$ cat src/rtl/ps2_mouse_init_ctrl.sv
// PS/2 mouse bring-up sequencer: reset (0xFF), BAT/ID check, enable streaming (0xF4),
// with a per-wait timeout and a bounded number of whole-sequence restarts.
module ps2_mouse_init_ctrl #(
    parameter int unsigned TO_BITS   = 25,
    parameter int unsigned MAX_RETRY = 3
) (
    input  logic       clk,
    input  logic       rst,
    input  logic       start,
    input  logic       tx_ready,
    input  logic       tx_done,
    output logic       tx_stb,
    output logic [7:0] tx_data,
    input  logic       rx_valid,
    input  logic [7:0] rx_data,
    output logic       busy,
    output logic       stream_en,
    output logic       init_err,
    output logic [1:0] retry_cnt
);

    typedef enum logic [3:0] {
        S_IDLE,
        S_SEND_RST,
        S_TXW_RST,
        S_ACK_RST,
        S_WAIT_BAT,
        S_WAIT_ID,
        S_SEND_EN,
        S_TXW_EN,
        S_ACK_EN,
        S_STREAM,
        S_ERROR
    } state_t;

    localparam logic [1:0] RETRY_MAX = 2'(MAX_RETRY);

    state_t             state_q, state_d;
    logic [TO_BITS-1:0] to_q, to_d;
    logic [1:0]         retry_q, retry_d;
    logic               stream_en_q, stream_en_d;
    logic               init_err_q, init_err_d;
    logic               is_wait, enter_wait, to_expired, fail;

    always_comb begin
        state_d    = state_q;
        retry_d    = retry_q;
        fail       = 1'b0;
        is_wait    = state_q inside {S_TXW_RST, S_ACK_RST, S_WAIT_BAT, S_WAIT_ID, S_TXW_EN, S_ACK_EN};
        to_expired = is_wait && (to_q == '0);

        // A received byte is always evaluated before the timeout.
        case (state_q)
            S_IDLE, S_STREAM, S_ERROR: begin
                if (start) begin
                    state_d = S_SEND_RST;
                    retry_d = '0;
                end
            end
            S_SEND_RST: if (tx_ready) state_d = S_TXW_RST;
            S_SEND_EN:  if (tx_ready) state_d = S_TXW_EN;
            S_TXW_RST: begin
                if (tx_done)         state_d = S_ACK_RST;
                else if (to_expired) fail = 1'b1;
            end
            S_TXW_EN: begin
                if (tx_done)         state_d = S_ACK_EN;
                else if (to_expired) fail = 1'b1;
            end
            S_ACK_RST: begin
                if (rx_valid) begin
                    if (rx_data == 8'hFA)      state_d = S_WAIT_BAT;
                    else if (rx_data == 8'hFE) state_d = S_SEND_RST;
                    else                       fail = 1'b1;
                end else if (to_expired) begin
                    fail = 1'b1;
                end
            end
            S_WAIT_BAT: begin
                if (rx_valid) begin
                    if (rx_data == 8'hAA) state_d = S_WAIT_ID;
                    else                  fail = 1'b1;
                end else if (to_expired) begin
                    fail = 1'b1;
                end
            end
            S_WAIT_ID: begin
                if (rx_valid) begin
                    if (rx_data == 8'h00) state_d = S_SEND_EN;
                    else                  fail = 1'b1;
                end else if (to_expired) begin
                    fail = 1'b1;
                end
            end
            S_ACK_EN: begin
                if (rx_valid) begin
                    if (rx_data == 8'hFA)      state_d = S_STREAM;
                    else if (rx_data == 8'hFE) state_d = S_SEND_EN;
                    else                       fail = 1'b1;
                end else if (to_expired) begin
                    fail = 1'b1;
                end
            end
            default: state_d = S_IDLE;
        endcase

        if (fail) begin
            if (retry_q < RETRY_MAX) begin
                retry_d = retry_q + 2'd1;
                state_d = S_SEND_RST;
            end else begin
                state_d = S_ERROR;
            end
        end

        enter_wait = (state_d != state_q) &&
                     (state_d inside {S_TXW_RST, S_ACK_RST, S_WAIT_BAT, S_WAIT_ID, S_TXW_EN, S_ACK_EN});
        if (enter_wait)   to_d = '1;
        else if (is_wait) to_d = to_q - {{(TO_BITS-1){1'b0}}, 1'b1};
        else              to_d = to_q;

        stream_en_d = (state_d == S_STREAM);
        init_err_d  = (state_d == S_ERROR);
    end

    always_ff @(posedge clk) begin
        if (rst) begin
            state_q     <= S_IDLE;
            to_q        <= '1;
            retry_q     <= '0;
            stream_en_q <= 1'b0;
            init_err_q  <= 1'b0;
        end else begin
            state_q     <= state_d;
            to_q        <= to_d;
            retry_q     <= retry_d;
            stream_en_q <= stream_en_d;
            init_err_q  <= init_err_d;
        end
    end

    // Strobe/data/busy are state decodes; rst masks them so they read idle during reset.
    always_comb begin
        tx_stb  = 1'b0;
        tx_data = 8'h00;
        busy    = 1'b0;
        if (!rst) begin
            tx_stb = tx_ready && (state_q == S_SEND_RST || state_q == S_SEND_EN);
            if (state_q == S_SEND_RST || state_q == S_TXW_RST) tx_data = 8'hFF;
            else if (state_q == S_SEND_EN || state_q == S_TXW_EN) tx_data = 8'hF4;
            busy = !(state_q inside {S_IDLE, S_STREAM, S_ERROR});
        end
    end

    assign stream_en = stream_en_q;
    assign init_err  = init_err_q;
    assign retry_cnt = retry_q;

endmodule

$ cat config.mk
export PLATFORM = sky130hd
export DESIGN_NAME = ps2_mouse_init_ctrl
export DESIGN_NICKNAME = d
export VERILOG_FILES = /design/src/rtl/ps2_mouse_init_ctrl.sv
export SDC_FILE = /design/constraint.sdc
export NUM_CORES = 1
export LEC_CHECK = 0
export CORE_ASPECT_RATIO = 1.4
export CORE_MARGIN = 1
export CORE_UTILIZATION = 30
export DETAILED_ROUTE_END_ITERATION = 8
export HOLD_SLACK_MARGIN = 0.1
export SYNTH_ARGS = -nofsm -noshare
export SYNTH_HDL_FRONTEND = slang
export SYNTH_SLANG_ARGS = --single-unit
$ cat constraint.sdc
create_clock -name clk -period 3.1 [get_ports clk]
set_input_delay 0.62 -clock clk [delete_from_list [all_inputs] [get_ports clk]]
set_output_delay 0.62 -clock clk [all_outputs]
set_load 0.02 [all_outputs]
==> reports/metrics.csv, run 1 <==
stage,metric,value,unit
placed_design,Port Buffers,27,
timing,fin. max-slew vios,0,
synthesis,Post-synth top cells,"51 x nor2_1, 33 x dfxtp_1, 20 x nand2_2",
timing,Setup Skew,5.09,ps
clock_tree,cts bufs inserted,5,
grt,vias in the first global route,2006,
drt,DR WL met2,2.62,mm
drt,DR WL met3,123,um
setup_path,required time of the critical path,3270,ps
floorplanning,I/O Pins,28,
clock_tree,CTS tree,yes,
setup_path,Setup crit end kind,flop,
synthesis,most frequent cell after synthesis,nor2_1,
floorplanning,Site Rows,37,
synthesis,largest cells by area after synthesis,"dfxtp_1 29%, nor2_1 8.3%, nand2_2 5.4%",
synthesis,"Primary FF master, synth",dfxtp_1,
floorplanning,core area,7410,um^2
run_status,status,completed,
placed_design,gpl congestion,0.832,
drt,DRC viols,0,
timing,Final Critical Period,2930,ps
floorplanning,Die W,76.2,um
drt,WL/cell,12.4,um
clock_tree,depth of the CTS H-tree,2,
synthesis,Post-Syn Area per Cell,8.14,um^2
drt,Metal-1 WL,2.33,mm
synthesis,biggest area consumer among synthesized cells,dfxtp_1,
drt,top sig layer,met4,
timing,RSZ-0062 raised after global routing,no,
drt,Total Wirelength,5.15,mm
placed_design,post-DP HPWL,3.85,mm
power_and_ir_drop,internal power,0.965,mW
timing,Final period util,0.945,
synthesis,syn_nets,301,
timing,setup violators final,0,
synthesis,"Distinct cells, synth",62,
clock_tree,worst skew pair latency,290,ps
timing,max frequency,341,MHz
floorplanning,Die H,106,um
drt,drt first pass iters,4,
hold_path,Worst Hold Class,reg2reg,
synthesis,number of flops mapped to enable cells by yosys,0,
clock_tree,Root Buffer,clkbuf_8,
timing,Worst slew margin,0.666,
grt,Congestion Overflow GR,0,
power_and_ir_drop,Max VDD drop,0.000377,V
timing,Least-Margin Pin Slew,496,ps
setup_path,crit path launch type,primary input,
power_and_ir_drop,Tot Pwr,1.47,mW
cells_and_area,share of cells above drive strength 1,0.209,
power_and_ir_drop,Clock power frac,0.286,
clock_tree,clock tree sinks,33,
synthesis,post-synthesis instance area,2310,um^2
power_and_ir_drop,Logic pwr share,0.400,
cells_and_area,Inserted Diodes,0,
power_and_ir_drop,P_sw,0.502,mW
synthesis,synthesis warning total,0,
power_and_ir_drop,Cell Pwr Density,509,nW/um^2
synthesis,post-synthesis async set-or-reset flop share,0,
clock_tree,Worst-path clk slew,70,ps
cells_and_area,final instance area,2890,um^2
power_and_ir_drop,Flop pwr share,0.314,
drt,Starting DRT DRC Count,47,
timing,Final TNS setup,0,ps
cells_and_area,fillers,780,
floorplanning,Starting Density,0.312,
power_and_ir_drop,sw frac,0.342,
synthesis,top-area cell type share of the netlist area,0.286,
grt,largest net degree at the start of global routing,34,
grt,GRT Total Usage,0.137,
drt,via count,2042,
synthesis,"FF+latch count, synth",33,
cells_and_area,NumNets Final,336,
clock_tree,deepest clock path buffer count,2,
floorplanning,Die Area,8070,um^2
power_and_ir_drop,Lkg Pwr,0.975,nW
clock_tree,Post-CTS Hold Buffers,0,
timing,final number of hold-violating endpoints,0,
cells_and_area,synthesis-to-finish area growth,24.8,%
run,max-cap viol count,0,
synthesis,Gate Count Post-Synth,284,
drt,DR vias/cell,4.90,
grt,initial antenna violation count,0,
setup_path,WS Path Type,in2reg,
placed_design,placed instance area,2750,um^2
drt,"antenna viol nets, final",0,
synthesis,sequential area share after synthesis,0.286,
grt,first-pass GRT wire length,9.04,mm
setup_path,"Data arrival, critical path",3100,ps
setup_path,CP Max Fanout,25,
## final cells by class
cell class                      instances  area [um^2]  share of cell area
Multi-Input combinational cell        225         1520               0.528
Sequential cell                        33          661               0.229
Timing Repair Buffer                   48          440               0.153
Tap cell                               97          121              0.0421
Clock buffer                            7         86.3              0.0299
Clock inverter                          1         30.0              0.0104
Inverter                                6         22.5             0.00781
## layer usage
layer  up-vias  GRT usage
met3         8     0.0208
met5         -          0
li1       1061          -
met1       947      0.160
met2        26      0.254
met4         0     0.0453
## critical path, stage by stage
cell and delay [ps]:
clkdlybuf4s50_1 420, or4b_4 570, nor3_2 190, mux2i_1 110, o311ai_2 260, o21bai_4 200
a21oi_2 90, o311ai_4 300, buf_12 240, nand3b_1 90
## flip-flops by register name (all words and copies together), names as in the netlist
register and count:
init_err 1, retry_cnt 2, state_q 4, stream_en 1
to_q 25
## per-stage QoR
step	hold slack, ps	setup WS (ps)	util	instances
after global placement	539	-80.6	0.371	409
after floorplan	530	421	-	284
after detailed placement	551	-144	0.371	409
after global routing	614	22.1	0.390	417
after CTS	572	10.8	0.386	417
final	563	169	0.390	417
## path summary, 6_finish.rpt
check / startpoint / to / slack, ps / cells past startpoint
max: rx_data[2] / to_q[12] / 170 / 10
min: retry_cnt[1] / retry_cnt[1] / 560 / 2
max reg2reg: state_q[2] / to_q[12] / 350 / 9
min reg2reg: retry_cnt[1] / retry_cnt[1] / 560 / 2
## cells in the final DEF (no fill, tap or decap), types with 3 or more instances in the layout
master / n
or3_1: 4
or4b_1: 3
o21ai_1: 3
nand4_1: 6
nor4b_1: 3
nor4_1: 8
or4_1: 3
nor2_1: 51
a21oi_1: 5
nor2b_1: 4
buf_4: 20
nand2_1: 14
xor2_1: 14
clkbuf_8: 6
nand2_2: 20
nand2b_1: 4
nand3_1: 5
xnor2_1: 12
ha_1: 3
dfxtp_1: 33
clkdlybuf4s50_1: 27
nor3_1: 13
inv_1: 6
mux2i_1: 3
## kinds of logic (layout without fill, tap and decap cells)
logic type | Yosys count | count (layout) | synth area share
multiplexers | 5 | 5 | 0.0227
XOR/XNOR | 26 | 26 | 0.0985
AO/OA/AOI/OAI | 34 | 34 | 0.126
buffers and inverters | 26 | 62 | 0.0655
adder cells (fa/ha/maj) | 3 | 3 | 0.0162
AND/OR/NAND/NOR | 157 | 157 | 0.386
flip-flops | 33 | 33 | 0.286
## power by group through the flow
stage,Clock (mW),Sequential (mW),Combinational [mW]
floorplan,0,0.462,0.416
global placement,0,0.470,0.575
detailed placement,0,0.470,0.580
CTS,0.430,0.460,0.582
global route,0.445,0.463,0.641
finish,0.419,0.461,0.587
## repair_timing
item	in CTS	in global routing
buffers inserted	0	0
resized for setup	0	4
setup endpoints to repair	0	8
Power figures use the tool's default switching activity.
==> run 2: changes to the inputs <==
ABC_CLOCK_PERIOD_IN_PS = 3100   (was not set)
CORE_ASPECT_RATIO = not set   (was 1.4)
==> reports/metrics.csv, run 2 (synthesis results as in run 1) <==
stage,metric,value,unit,change
clock_tree,cts bufs inserted,5,,unchanged
setup_path,WS Path Type,in2reg,,
power_and_ir_drop,Max VDD drop,0.000221,V,-41%
setup_path,WP depth,10,,unchanged
cells_and_area,most frequent cells in the layout,"51 x nor2_1, 30 x dfxtp_1, 27 x clkdlybuf4s50_1, 20 x nand2_2",,
clock_tree,clock tree sinks,33,,unchanged
run_status,status,completed,,
run,max-cap viol count,0,,unchanged
placed_design,post-DP HPWL,3.86,mm,+0.37%
timing,Final period util,0.965,,+0.0201
setup_path,critical path's slowest cell,or4_1,,
setup_path,"Data arrival, critical path",3160,ps,+60 ps
timing,Setup Skew,7.24,ps,+2.16 ps
drt,drt first pass iters,4,,unchanged
floorplanning,Die H,89.8,um,-15%
cells_and_area,max reg flops,25,,unchanged
clock_tree,CTS tree,yes,,
cells_and_area,"Cell Count, Final, Fillers Out",417,,unchanged
floorplanning,Site Rows,31,,-16%
setup_path,CP top delay family,simple AND/OR/NAND/NOR gates,,
grt,first-pass GRT wire length,8.91,mm,-1.5%
setup_path,CP Capture Point,to_q[12],,
clock_tree,deepest clock path buffer count,2,,unchanged
timing,Least-Margin Pin Slew,593,ps,+96.9 ps
drt,WL/cell,12.7,um,+3.2%
floorplanning,Die W,89.8,um,+18%
drt,Starting DRT DRC Count,150,,+220%
setup_path,critical path buffer and inverter count,3,,+1
placed_design,placed instance area,2700,um^2,-1.7%
timing,fin. max-slew vios,0,,unchanged
cells_and_area,Final Util,0.389,,-0.000393
power_and_ir_drop,Tot Pwr,1.50,mW,+1.9%
timing,final number of hold-violating endpoints,0,,unchanged
drt,via count,2074,,+1.6%
setup_path,CP Max Fanout,6,,-76%
placed_design,placed insts,406,,-0.73%
cells_and_area,final instance area,2870,um^2,-0.61%
setup_path,reg2reg start,state_q[3],,
timing,RSZ-0062 raised after global routing,no,,
setup_path,crit-path max cell delay,600,ps,+30 ps
power_and_ir_drop,Lkg Pwr,0.959,nW,-1.6%
grt,GRT Total Usage,0.132,,-0.00558
timing,Worst slew margin,0.601,,-0.0652
power_and_ir_drop,Cell Pwr Density,521,nW/um^2,+2.5%
grt,vias in the first global route,1875,,-6.5%
drt,"antenna viol nets, final",0,,unchanged
placed_design,gpl congestion,0.839,,+0.87%
cells_and_area,synthesis-to-finish area growth,24.0,%,
grt,largest net degree at the start of global routing,35,,+2.9%
cells_and_area,Top reg by flops,to_q,,
setup_path,R2R cell count,8,,-1
setup_path,required time of the critical path,3260,ps,about the same
grt,initial antenna violation count,0,,unchanged
clock_tree,worst skew pair latency,280,ps,about the same
timing,max frequency,334,MHz,-2.1%
timing,Final Critical Period,2990,ps,+62.2 ps
cells_and_area,NumNets Final,334,,-0.60%
drt,DRC viols,0,,unchanged
hold_path,Worst Hold Class,reg2reg,,
clock_tree,Root Buffer,clkbuf_8,,
setup_path,worst-path cell chain,"clkdlybuf4s50_1, or4_1, o211ai_1, and4_1, o21a_1, o211ai_1, o311ai_4, buf_6, buf_6, nand3b_1",,
cells_and_area,share of cells above drive strength 1,0.211,,+0.00132
timing,setup violators final,0,,unchanged
setup_path,reg-to-reg endpoint,to_q[12],,
setup_path,crit path launch type,primary input,,
drt,Total Wirelength,5.31,mm,+3.2%
placed_design,Port Buffers,27,,unchanged
drt,DR vias/cell,4.97,,+1.6%
clock_tree,Worst-path clk slew,70,ps,about the same
grt,Congestion Overflow GR,0,,unchanged
cells_and_area,fillers,767,,-1.7%
cells_and_area,"most common cell after layout, fill and taps aside",nor2_1,,
clock_tree,Post-CTS Hold Buffers,0,,unchanged
setup_path,Worst Setup SP,rx_data[1],,
setup_path,Setup crit end kind,flop,,
cells_and_area,Inserted Diodes,0,,unchanged
floorplanning,core area,7370,um^2,-0.51%
floorplanning,Die Area,8060,um^2,about the same
clock_tree,depth of the CTS H-tree,2,,unchanged
floorplanning,Starting Density,0.314,,+0.00159
floorplanning,I/O Pins,28,,unchanged
setup_path,r2r setup slk,420,ps,+70 ps
==> run 2: where the power goes <==
part           internal, mW  switching, mW  total [mW]  leakage, nW
registers             0.440         0.0366       0.477        0.269
clock network         0.261          0.157       0.419       0.0574
logic                 0.279          0.321       0.600        0.633
==> run 2: worst reg2reg max path: cells and delay by family, from the launching register on <==
kind,cells,cell delay [ps]
and+or+nand+nor,3,830
AOI/OAI and AO/OA,3,790
DFF,1,640
buffers and inverters,2,290
==> run 2: cell type report <==
type	count	area [um^2]	area share
Inverter	6	22.5	0.00785
Tap cell	99	124	0.0432
Timing Repair Buffer	46	432	0.151
Clock buffer	6	82.6	0.0288
Multi-Input combinational cell	225	1510	0.525
Sequential cell	33	664	0.232
Clock inverter	2	37.5	0.0131
==> run 2: routing by layer <==
metal / wire [um] / global-route usage / vias up
li1: - / - / 1054
met1: 2690 / 0.192 / 970
met2: 2350 / 0.205 / 48
met3: 253 / 0.0262 / 2
met4: 19 / 0.0164 / 0
met5: 0 / 0 / -
==> run 2: through the flow <==
step	setup TNS [ps]	hold WS, ps	setup WS, ps
4_1_cts	0	560	6.61
6_report	0	565	107
5_1_grt	0	609	17.6
2_1_floorplan	0	530	421
3_3_place_gp	-4180	547	-192
3_5_place_dp	-4760	544	-224
==> run 2: worst min path at each step <==
stage / cells past startpoint / end / slack [ps] / startpoint
2_1_floorplan: 2 / to_q[12] / 530 / to_q[12]
3_3_place_gp: 2 / retry_cnt[1] / 550 / retry_cnt[1]
3_5_place_dp: 2 / retry_cnt[1] / 540 / retry_cnt[1]
4_1_cts: 2 / retry_cnt[1] / 560 / retry_cnt[1]
5_1_grt: 3 / to_q[6] / 610 / to_q[6]
6_report: 2 / retry_cnt[1] / 570 / retry_cnt[1]
==> run 2: repair_timing <==
action | in CTS | in global routing
endpoints found under the setup margin | 0 | 32
setup buffers | 0 | 1
resized for setup | 0 | 13
endpoints found under the hold margin | 0 | 0
==> run 3: changes to the inputs <==
PLACE_DENSITY_LB_ADDON = 0.12   (was not set)
SKIP_CTS_REPAIR_TIMING = 1   (was not set)
==> reports/metrics.csv, run 3 (synthesis results as in run 1) <==
stage,metric,value,unit,change
run_status,status,completed,,
run,max-cap viol count,0,,unchanged
setup_path,"Data arrival, critical path",3120,ps,-40 ps
cells_and_area,Final Util,0.392,,+0.00238
timing,RSZ-0062 raised after global routing,no,,
drt,Total Wirelength,5.38,mm,+1.3%
clock_tree,cts bufs inserted,5,,unchanged
floorplanning,Die W,89.8,um,unchanged
grt,M2 GR Usage,0.222,,+0.0167
cells_and_area,share of cells above drive strength 1,0.225,,+0.0139
setup_path,critical path's slowest cell,or4b_4,,
timing,Setup Skew,2.91,ps,-4.34 ps
grt,largest net degree at the start of global routing,26,,-26%
setup_path,crit-path max cell delay,560,ps,-40 ps
floorplanning,I/O Pins,28,,unchanged
setup_path,required time of the critical path,3270,ps,about the same
grt,vias in the first global route,1983,,+5.8%
drt,via count,2041,,-1.6%
timing,final hold slack,555,ps,-10.8 ps
floorplanning,Starting Density,0.314,,unchanged
hold_path,Min-Delay Startpoint,retry_cnt[1],,
grt,busiest grt layer,met2,,
timing,fin. max-slew vios,0,,unchanged
timing,Final Critical Period,2950,ps,-39.5 ps
clock_tree,worst skew pair latency,280,ps,about the same
setup_path,Setup crit end kind,flop,,
floorplanning,Die Area,8060,um^2,unchanged
clock_tree,Worst-path clk slew,60,ps,about the same
drt,WL/cell,12.7,um,-0.37%
timing,max frequency,339,MHz,+1.3%
clock_tree,Root Buffer,clkbuf_8,,
timing,Worst slew margin,0.544,,-0.0567
cells_and_area,Top reg by flops,to_q,,
clock_tree,depth of the CTS H-tree,2,,unchanged
cells_and_area,fillers,768,,+0.13%
cells_and_area,Reg area,662,um^2,-0.38%
cells_and_area,most frequent cells in the layout,"51 x nor2_1, 32 x dfxtp_1, 27 x clkdlybuf4s50_1, 27 x buf_4, 20 x nand2_2",,
placed_design,gpl congestion,0.809,,-3.6%
floorplanning,Site Rows,31,,unchanged
grt,GR Util met1,0.202,,+0.00994
cells_and_area,synthesis-to-finish area growth,24.8,%,
floorplanning,Die H,89.8,um,unchanged
cells_and_area,Multi-input gate area,1510,um^2,+0.33%
timing,setup violators final,0,,unchanged
power_and_ir_drop,Max VDD drop,0.000230,V,+4.1%
drt,"antenna viol nets, final",0,,unchanged
setup_path,WS Path Type,in2reg,,
clock_tree,deepest clock path buffer count,2,,unchanged
grt,initial antenna violation count,0,,unchanged
cells_and_area,Inserted Diodes,0,,unchanged
setup_path,reg2reg start,state_q[2],,
power_and_ir_drop,Lkg Pwr,0.987,nW,+3.0%
drt,DRC viols,0,,unchanged
grt,met3 Usage GRT,0.0271,,+0.000846
setup_path,CP Max Fanout,10,,+4
power_and_ir_drop,Tot Pwr,1.37,mW,-8.2%
hold_path,Worst Hold Class,reg2reg,,
setup_path,crit path launch type,primary input,,
drt,drt first pass iters,4,,unchanged
cells_and_area,NumNets Final,343,,+2.7%
placed_design,placed insts,418,,+3.0%
setup_path,Worst Setup SP,rx_data[2],,
grt,first-pass GRT wire length,9.45,mm,+6.1%
cells_and_area,max reg flops,25,,unchanged
timing,Final period util,0.953,,-0.0127
clock_tree,CTS tree,yes,,
placed_design,Port Buffers,27,,unchanged
timing,final number of hold-violating endpoints,0,,unchanged
grt,GRT Total Usage,0.141,,+0.00938
cells_and_area,"most common cell after layout, fill and taps aside",nor2_1,,
drt,Starting DRT DRC Count,62,,-59%
power_and_ir_drop,Cell Pwr Density,476,nW/um^2,-8.7%
timing,worst setup margin,147,ps,+39.5 ps
floorplanning,core area,7370,um^2,unchanged
placed_design,post-DP HPWL,4.11,mm,+6.3%
cells_and_area,"Cell Count, Final, Fillers Out",424,,+1.7%
setup_path,worst-path cell chain,"clkdlybuf4s50_1, or4b_4, nor3_2, mux2i_1, o311ai_2, o21bai_2, a21oi_2, o311ai_4, buf_4, nand2_1",,
drt,DR vias/cell,4.81,,-3.2%
clock_tree,clock tree sinks,33,,unchanged
timing,Least-Margin Pin Slew,677,ps,+84.2 ps
grt,Congestion Overflow GR,0,,unchanged
placed_design,pre-CTS WS,-158,ps,+65.3 ps
-- run 3: final cells by class --
cell class,count,area share
multi-input cells,225,0.523
clock inverters,1,0.00173
flip-flops and latches,33,0.229
inverters,6,0.00781
clock buffers,5,0.0239
repair buffers,55,0.171
well taps,99,0.0429
-- run 3: worst paths after layout --
| kind | endpoint | slack, ps | cells past startpoint |
|---|---|---|---|
| worst max-delay path | to_q[23] | 150 | 10 |
| worst min-delay path | retry_cnt[1] | 550 | 2 |
| worst max register to register | to_q[23] | 390 | 8 |
| worst min register to register | retry_cnt[1] | 550 | 2 |
-- run 3: critical path, delay by kind of cell --
kind            cells  cell delay, ps
compound gates      4             880
simple gates        3             830
buf+inv             2             680
mux                 1             110
-- run 3: metrics by stage --
| step | setup TNS, ps | instance area (um^2) |
|---|---|---|
| global route | 0 | 2890 |
| global placement | -2060 | 2800 |
| detailed placement | -2740 | 2800 |
| floorplan | 0 | 2310 |
| finish | 0 | 2890 |
| CTS | -510 | 2870 |
-- run 3: metal layers --
| layer | vias to the layer above | part of all wire |
|---|---|---|
| met1 | 937 | 0.54 |
| met3 | 6 | 0.024 |
| met5 | - | 0 |
| li1 | 1079 | - |
| met2 | 19 | 0.43 |
| met4 | 0 | 0.0065 |
-- run 3: where the power goes --
group | total (mW) | internal (mW) | switching [mW]
Combinational | 0.607 | 0.280 | 0.327
Sequential | 0.471 | 0.440 | 0.0309
Clock | 0.296 | 0.148 | 0.148
